==> config.mk <==
export PLATFORM = sky130hd
export DESIGN_NAME = fetch_ctrl
export DESIGN_NICKNAME = d
export VERILOG_FILES = /design/src/rtl/fetch_ctrl_pkg.sv /design/src/rtl/fetch_ctrl_hazard_detect.sv /design/src/rtl/fetch_ctrl.sv
export SDC_FILE = /design/constraint.sdc
export NUM_CORES = 1
export LEC_CHECK = 0
export ABC_AREA = 1
export BUFFER_PORTS_ARGS = -buffer_cell sky130_fd_sc_hd__buf_2
export CAP_MARGIN = 10
export CORE_ASPECT_RATIO = 0.8
export CORE_MARGIN = 2
export CORE_UTILIZATION = 39
export CTS_BUF_LIST = sky130_fd_sc_hd__clkbuf_4 sky130_fd_sc_hd__clkbuf_8
export CTS_CLUSTER_SIZE = 25
export DETAILED_ROUTE_END_ITERATION = 6
export GPL_TIMING_DRIVEN = 0
export MAX_ROUTING_LAYER = met4
export PLACE_DENSITY = 0.76
export SLEW_MARGIN = 15
export SYNTH_ARGS = -nofsm -noshare
export SYNTH_HDL_FRONTEND = slang
export SYNTH_SLANG_ARGS = --single-unit
==> constraint.sdc <==
create_clock -name clk -period 3.8 [get_ports clk]
set_input_delay 0.76 -clock clk [delete_from_list [all_inputs] [get_ports clk]]
set_output_delay 0.76 -clock clk [all_outputs]
set_load 0.005 [all_outputs]
==> src/rtl/fetch_ctrl_pkg.sv <==
// fetch_ctrl_pkg
// Shared definitions for the instruction-fetch sequencing controller:
// FSM state encodings, the hardwired-zero register index and counter widths.
package fetch_ctrl_pkg;

  typedef enum logic [1:0] {
    ST_BOOT = 2'd0,
    ST_RUN  = 2'd1,
    ST_WAIT = 2'd2,
    ST_HALT = 2'd3
  } state_e;

  localparam logic [4:0] REG_ZERO   = 5'd0;

  localparam int BOOT_CNT_W = 8;
  localparam int WAIT_CNT_W = 8;
  localparam int PERF_CNT_W = 32;

endpackage

==> src/rtl/fetch_ctrl_hazard_detect.sv <==
// hazard_detect
// Combinational load-use detector. Flags when the load in EX writes a
// register that the instruction in ID reads. Register 0 never creates a
// hazard because it is hardwired to zero.
// Ports:
//   ex_memread  - instruction in EX is a load
//   ex_rt       - load destination register
//   id_rs/id_rt - source registers of the instruction in ID
//   load_use    - hazard present this cycle
module hazard_detect
  import fetch_ctrl_pkg::*;
(
  input  logic       ex_memread,
  input  logic [4:0] ex_rt,
  input  logic [4:0] id_rs,
  input  logic [4:0] id_rt,
  output logic       load_use
);

  assign load_use = ex_memread && (ex_rt != REG_ZERO) &&
                    ((ex_rt == id_rs) || (ex_rt == id_rt));

endmodule

==> src/rtl/fetch_ctrl.sv <==
// fetch_ctrl
// Sequencing controller for the instruction-fetch stage: holds the PC after
// reset, stalls on load-use hazards and imem wait states, redirects on taken
// branches and supports halt/resume.
//
// Optional feature: define FETCH_CTRL_PERF_EN to build the saturating
// stall_cycles performance counter; otherwise stall_cycles is tied to 0.
//
// Ports:
//   clk, reset (async, active-low)
//   imem_valid, ex_branch_taken, ex_branch_target, ex_memread, ex_rt,
//   id_rs, id_rt, halt_req, resume                         - inputs
//   pcsrc, if_a, pc_en, ifid_en, ifid_flush, idex_bubble   - pipeline controls
//   fetch_err (sticky timeout), state, stall_cycles        - status
//
// state | meaning
// ------+---------------------------------------------------------------
// BOOT  | PC held after reset for BOOT_CYCLES cycles
// RUN   | normal fetch; branch redirect / load-use stall handled here
// WAIT  | instruction memory not ready; timeout after WAIT_MAX cycles
// HALT  | fetch stopped until resume pulse
module fetch_ctrl
  import fetch_ctrl_pkg::*;
#(
  parameter int unsigned BOOT_CYCLES = 4,
  parameter int unsigned WAIT_MAX    = 16
) (
  input  logic        clk,
  input  logic        reset,
  input  logic        imem_valid,
  input  logic        ex_branch_taken,
  input  logic [31:0] ex_branch_target,
  input  logic        ex_memread,
  input  logic [4:0]  ex_rt,
  input  logic [4:0]  id_rs,
  input  logic [4:0]  id_rt,
  input  logic        halt_req,
  input  logic        resume,
  output logic        pcsrc,
  output logic [31:0] if_a,
  output logic        pc_en,
  output logic        ifid_en,
  output logic        ifid_flush,
  output logic        idex_bubble,
  output logic        fetch_err,
  output logic [1:0]  state,
  output logic [31:0] stall_cycles
);

  localparam logic [BOOT_CNT_W-1:0] BOOT_LOAD = BOOT_CNT_W'(BOOT_CYCLES - 1);
  localparam logic [WAIT_CNT_W-1:0] WAIT_LAST = WAIT_CNT_W'(WAIT_MAX - 1);

  state_e                state_q, state_d;
  logic [BOOT_CNT_W-1:0] boot_cnt_q, boot_cnt_d;
  logic [WAIT_CNT_W-1:0] wait_cnt_q, wait_cnt_d;
  logic                  fetch_err_q, fetch_err_d;
  logic                  load_use;

  hazard_detect u_hazard_detect (
    .ex_memread (ex_memread),
    .ex_rt      (ex_rt),
    .id_rs      (id_rs),
    .id_rt      (id_rt),
    .load_use   (load_use)
  );

  always_comb begin
    state_d     = state_q;
    boot_cnt_d  = boot_cnt_q;
    wait_cnt_d  = wait_cnt_q;
    fetch_err_d = fetch_err_q;
    pcsrc       = 1'b0;
    pc_en       = 1'b0;
    ifid_en     = 1'b0;
    ifid_flush  = 1'b0;
    idex_bubble = 1'b0;

    case (state_q)
      ST_BOOT: begin
        ifid_flush  = 1'b1;
        idex_bubble = 1'b1;
        if (boot_cnt_q == '0) begin
          state_d = ST_RUN;
        end else begin
          boot_cnt_d = boot_cnt_q - 1'b1;
        end
      end

      ST_RUN: begin
        if (ex_branch_taken) begin
          // Branch wins over a simultaneous load-use: the dependent
          // instruction is on the wrong path and gets flushed anyway.
          pcsrc       = 1'b1;
          pc_en       = 1'b1;
          ifid_en     = 1'b1;
          ifid_flush  = 1'b1;
          idex_bubble = 1'b1;
        end else if (load_use) begin
          idex_bubble = 1'b1;
        end else if (!imem_valid) begin
          ifid_flush = 1'b1;
          wait_cnt_d = '0;
          state_d    = ST_WAIT;
        end else if (halt_req) begin
          ifid_flush = 1'b1;
          state_d    = ST_HALT;
        end else begin
          pc_en   = 1'b1;
          ifid_en = 1'b1;
        end
      end

      ST_WAIT: begin
        ifid_flush = 1'b1;
        wait_cnt_d = wait_cnt_q + 1'b1;
        if (ex_branch_taken) begin
          // Pending fetch is abandoned; the redirected fetch starts in RUN.
          pcsrc       = 1'b1;
          pc_en       = 1'b1;
          idex_bubble = 1'b1;
          state_d     = ST_RUN;
        end else if (imem_valid) begin
          pc_en      = 1'b1;
          ifid_en    = 1'b1;
          ifid_flush = 1'b0;
          state_d    = ST_RUN;
        end else if (wait_cnt_q == WAIT_LAST) begin
          fetch_err_d = 1'b1;
          state_d     = ST_HALT;
        end
      end

      ST_HALT: begin
        ifid_flush = 1'b1;
        if (resume) begin
          fetch_err_d = 1'b0;
          state_d     = ST_RUN;
        end
      end

      default: begin
        state_d = ST_BOOT;
      end
    endcase
  end

  always_ff @(posedge clk or negedge reset) begin
    if (!reset) begin
      state_q     <= ST_BOOT;
      boot_cnt_q  <= BOOT_LOAD;
      wait_cnt_q  <= '0;
      fetch_err_q <= 1'b0;
    end else begin
      state_q     <= state_d;
      boot_cnt_q  <= boot_cnt_d;
      wait_cnt_q  <= wait_cnt_d;
      fetch_err_q <= fetch_err_d;
    end
  end

  assign if_a      = pcsrc ? ex_branch_target : 32'd0;
  assign fetch_err = fetch_err_q;
  assign state     = state_q;

`ifdef FETCH_CTRL_PERF_EN
  logic [PERF_CNT_W-1:0] stall_cnt_q, stall_cnt_d;

  always_comb begin
    stall_cnt_d = stall_cnt_q;
    if (((state_q == ST_RUN) || (state_q == ST_WAIT)) && !pc_en &&
        (stall_cnt_q != '1)) begin
      stall_cnt_d = stall_cnt_q + 1'b1;
    end
  end

  always_ff @(posedge clk or negedge reset) begin
    if (!reset) begin
      stall_cnt_q <= '0;
    end else begin
      stall_cnt_q <= stall_cnt_d;
    end
  end

  assign stall_cycles = stall_cnt_q;
`else
  assign stall_cycles = '0;
`endif

endmodule

==> summary.txt <==
Max VDD drop = 0.197 mV
Worst Setup End Kind = output port
hold_buf cts = 0
Final setup viols = 0
clk_lat worst skew = 0.25 ns
Setup WS pre-CTS = 1.29 ns
Longest Clk Path Bufs = 2
top cell type's share of synthesized area = 0.212
GRT Util Overall = 0.166
Site Rows = 23
fillers = 518
H-tree levels = 1
Worst Slack Setup Final = 1.04 ns
pwr dens = 358 nW/um2
final slew viol count = 0
Root Driver = clkbuf_8
DR pass1 iterations = 4
antenna violations before repair = 0
Vias = 2123
synthesis-to-finish area growth = 35.3%
Initial Util = 0.403
Post-synth top cells = nand2_1, inv_1, nor2_1
RSZ-0062 raised after global routing = no
FF-to-FF path depth = 8
ys flop type = dfrtp_1
Leakage = 1.84 nW
Critical Path RT = 3.04 ns
Max Cap Viol = 0
antenna cell count = 0
CTS Sinks = 19
Post-Layout Cell Count = 512
post-CTS setup buffer count = 0
Crit Path Category = flip-flop to output port
outcome = completed
maximum clock rate = 362 MHz
Inserted Clock Buffers = 3
routed vias/inst = 4.15
first-pass GRT wire length = 7820 um
crit-path max FO = 10
DRT antenna net count = 0
1st-iter DRT viols = 76
Seq/Total Area, Yosys = 0.238
CP startpoint kind = flip-flop
skew final = 0.00190 ns
drt drc = 0
# IOs = 126
Port Buffers = 93
total die area = 5740 um2
Detailed Place HPWL = 3970 um
Synth Register Bits = 19
most frequent cell after synthesis = nand2_1
drt wl/cell = 9.19 um
async set or reset register ratio after synthesis = 1.00
Cells after Synth = 322
syn_area_per_cell = 6.24 um2
post-synthesis instance area = 2010 um2
layout cells sized above 1 = 0.342
pin count of the biggest net entering global routing = 20
WP data arrival = 2.00 ns
yosys warns = 0
Min Clock Period, post-route = 2.76 ns
Cell Count Post-Placement = 508
placed cell areas = 2670 um2
Core Region = 4980 um2
hold crit path type = input pin to async pin
CTS tree = built
post-cts sizing count = 0
Yosys cell types = 33
Chip Width = 84.2 um
routability cong. = 0.826
Clk pin slew, worst setup/hold paths = 0.07 ns
Fin. Hold Viols = 0
area leader, netlist = dfrtp_1
Finished Cell Area = 2720 um2
Final Cycle Share = 0.726
Total Wirelength = 4710 um
die height = 68.2 um
vias in the first global route = 1939
EDFF count, synth = 0
GR Overflow Total = 0
nets@finish = 513
setup tns final = 0 ns
top cells by area, synth = dfrtp_1, nand2_1, buf_4, inv_1, nor2_1
==> report_power, final <==
part           internal [mW]  switching (mW)
combinational          0.241           0.339
sequential             0.221          0.0265
clock                 0.0816          0.0640
==> final timing paths <==
kind / endpoint / slack (ns) / from
max reg2reg: wait_cnt_q[6] / 2.03 / state[1]
max in group asynchronous: boot_cnt_q[0] / 3.04 / reset
min in group clk: wait_cnt_q[7] / 0.48 / wait_cnt_q[7]
max: if_a[30] / 1.04 / state[0]
min: wait_cnt_q[4] / 0.43 / reset
min reg2reg: wait_cnt_q[7] / 0.48 / wait_cnt_q[7]
==> layout make-up <==
type / instances / area, um2 / area share
Timing Repair Buffer: 93 / 465 / 0.171
Sequential cell: 19 / 478 / 0.176
Buffer: 39 / 277 / 0.102
Inverter: 69 / 259 / 0.0953
Clock buffer: 4 / 48.8 / 0.0180
Multi-Input combinational cell: 226 / 1110 / 0.409
Tap cell: 62 / 77.6 / 0.0286
==> per-layer routing <==
layer | GRT usage | wire [um] | up-vias
met5 | - | 0 | -
met4 | 0.0222 | 8 | 0
met3 | 0.0217 | 264 | 2
met2 | 0.328 | 2410 | 67
met1 | 0.185 | 2020 | 911
li1 | - | - | 1143
==> cells in the final DEF, fill, tap and decap left out, types with 2 or more instances in the layout <==
cell       n
inv_2      9
nand4_1   14
xnor2_1    3
o21ai_1    3
buf_4     32
xor2_1     8
nand2_2    3
dfstp_2    2
nor2_1    57
nor3b_1    2
nand3_1   10
nor2_4     2
clkbuf_1   4
buf_2     94
ha_1       8
nor2_2     2
conb_1    32
clkbuf_8   3
dfrtp_1   17
inv_1     59
nand2_1   70
o21ai_0    3
==> through the flow <==
step | util | hold WS (ns) | total power [mW]
after global routing | 0.546 | 0.472 | 1.07
final | 0.546 | 0.432 | 0.973
after detailed placement | 0.536 | 0.469 | 0.832
after global placement | 0.536 | 0.455 | 0.826
after floorplan | - | 0.442 | 0.605
after CTS | 0.546 | 0.446 | 0.983
==> registers in the layout (all words and copies together) (netlist names) <==
register    cells
boot_cnt_q      8
wait_cnt_q      8
fetch_err       1
state           2
==> critical path, stage by stage (launching register included) <==
cell	delay, ns
dfrtp_1	0.47
inv_1	0.10
ha_1	0.39
nand2_1	0.21
clkbuf_1	0.36
nor2_1	0.08
buf_2	0.14
==> cell families (layout without fill, tap and decap cells) <==
group | count (synthesis) | after routing | share of synthesized area
AO/OA/AOI/OAI | 10 | 10 | 0.0287
buffers and inverters | 108 | 205 | 0.267
XOR/XNOR | 11 | 11 | 0.0480
flip-flops | 19 | 19 | 0.238
other | 1 | 32 | 0.00187
adder cells (fa/ha/maj) | 8 | 8 | 0.0498
AND/OR/NAND/NOR | 165 | 165 | 0.367
Note: power is estimated with default switching activity, not from simulation.
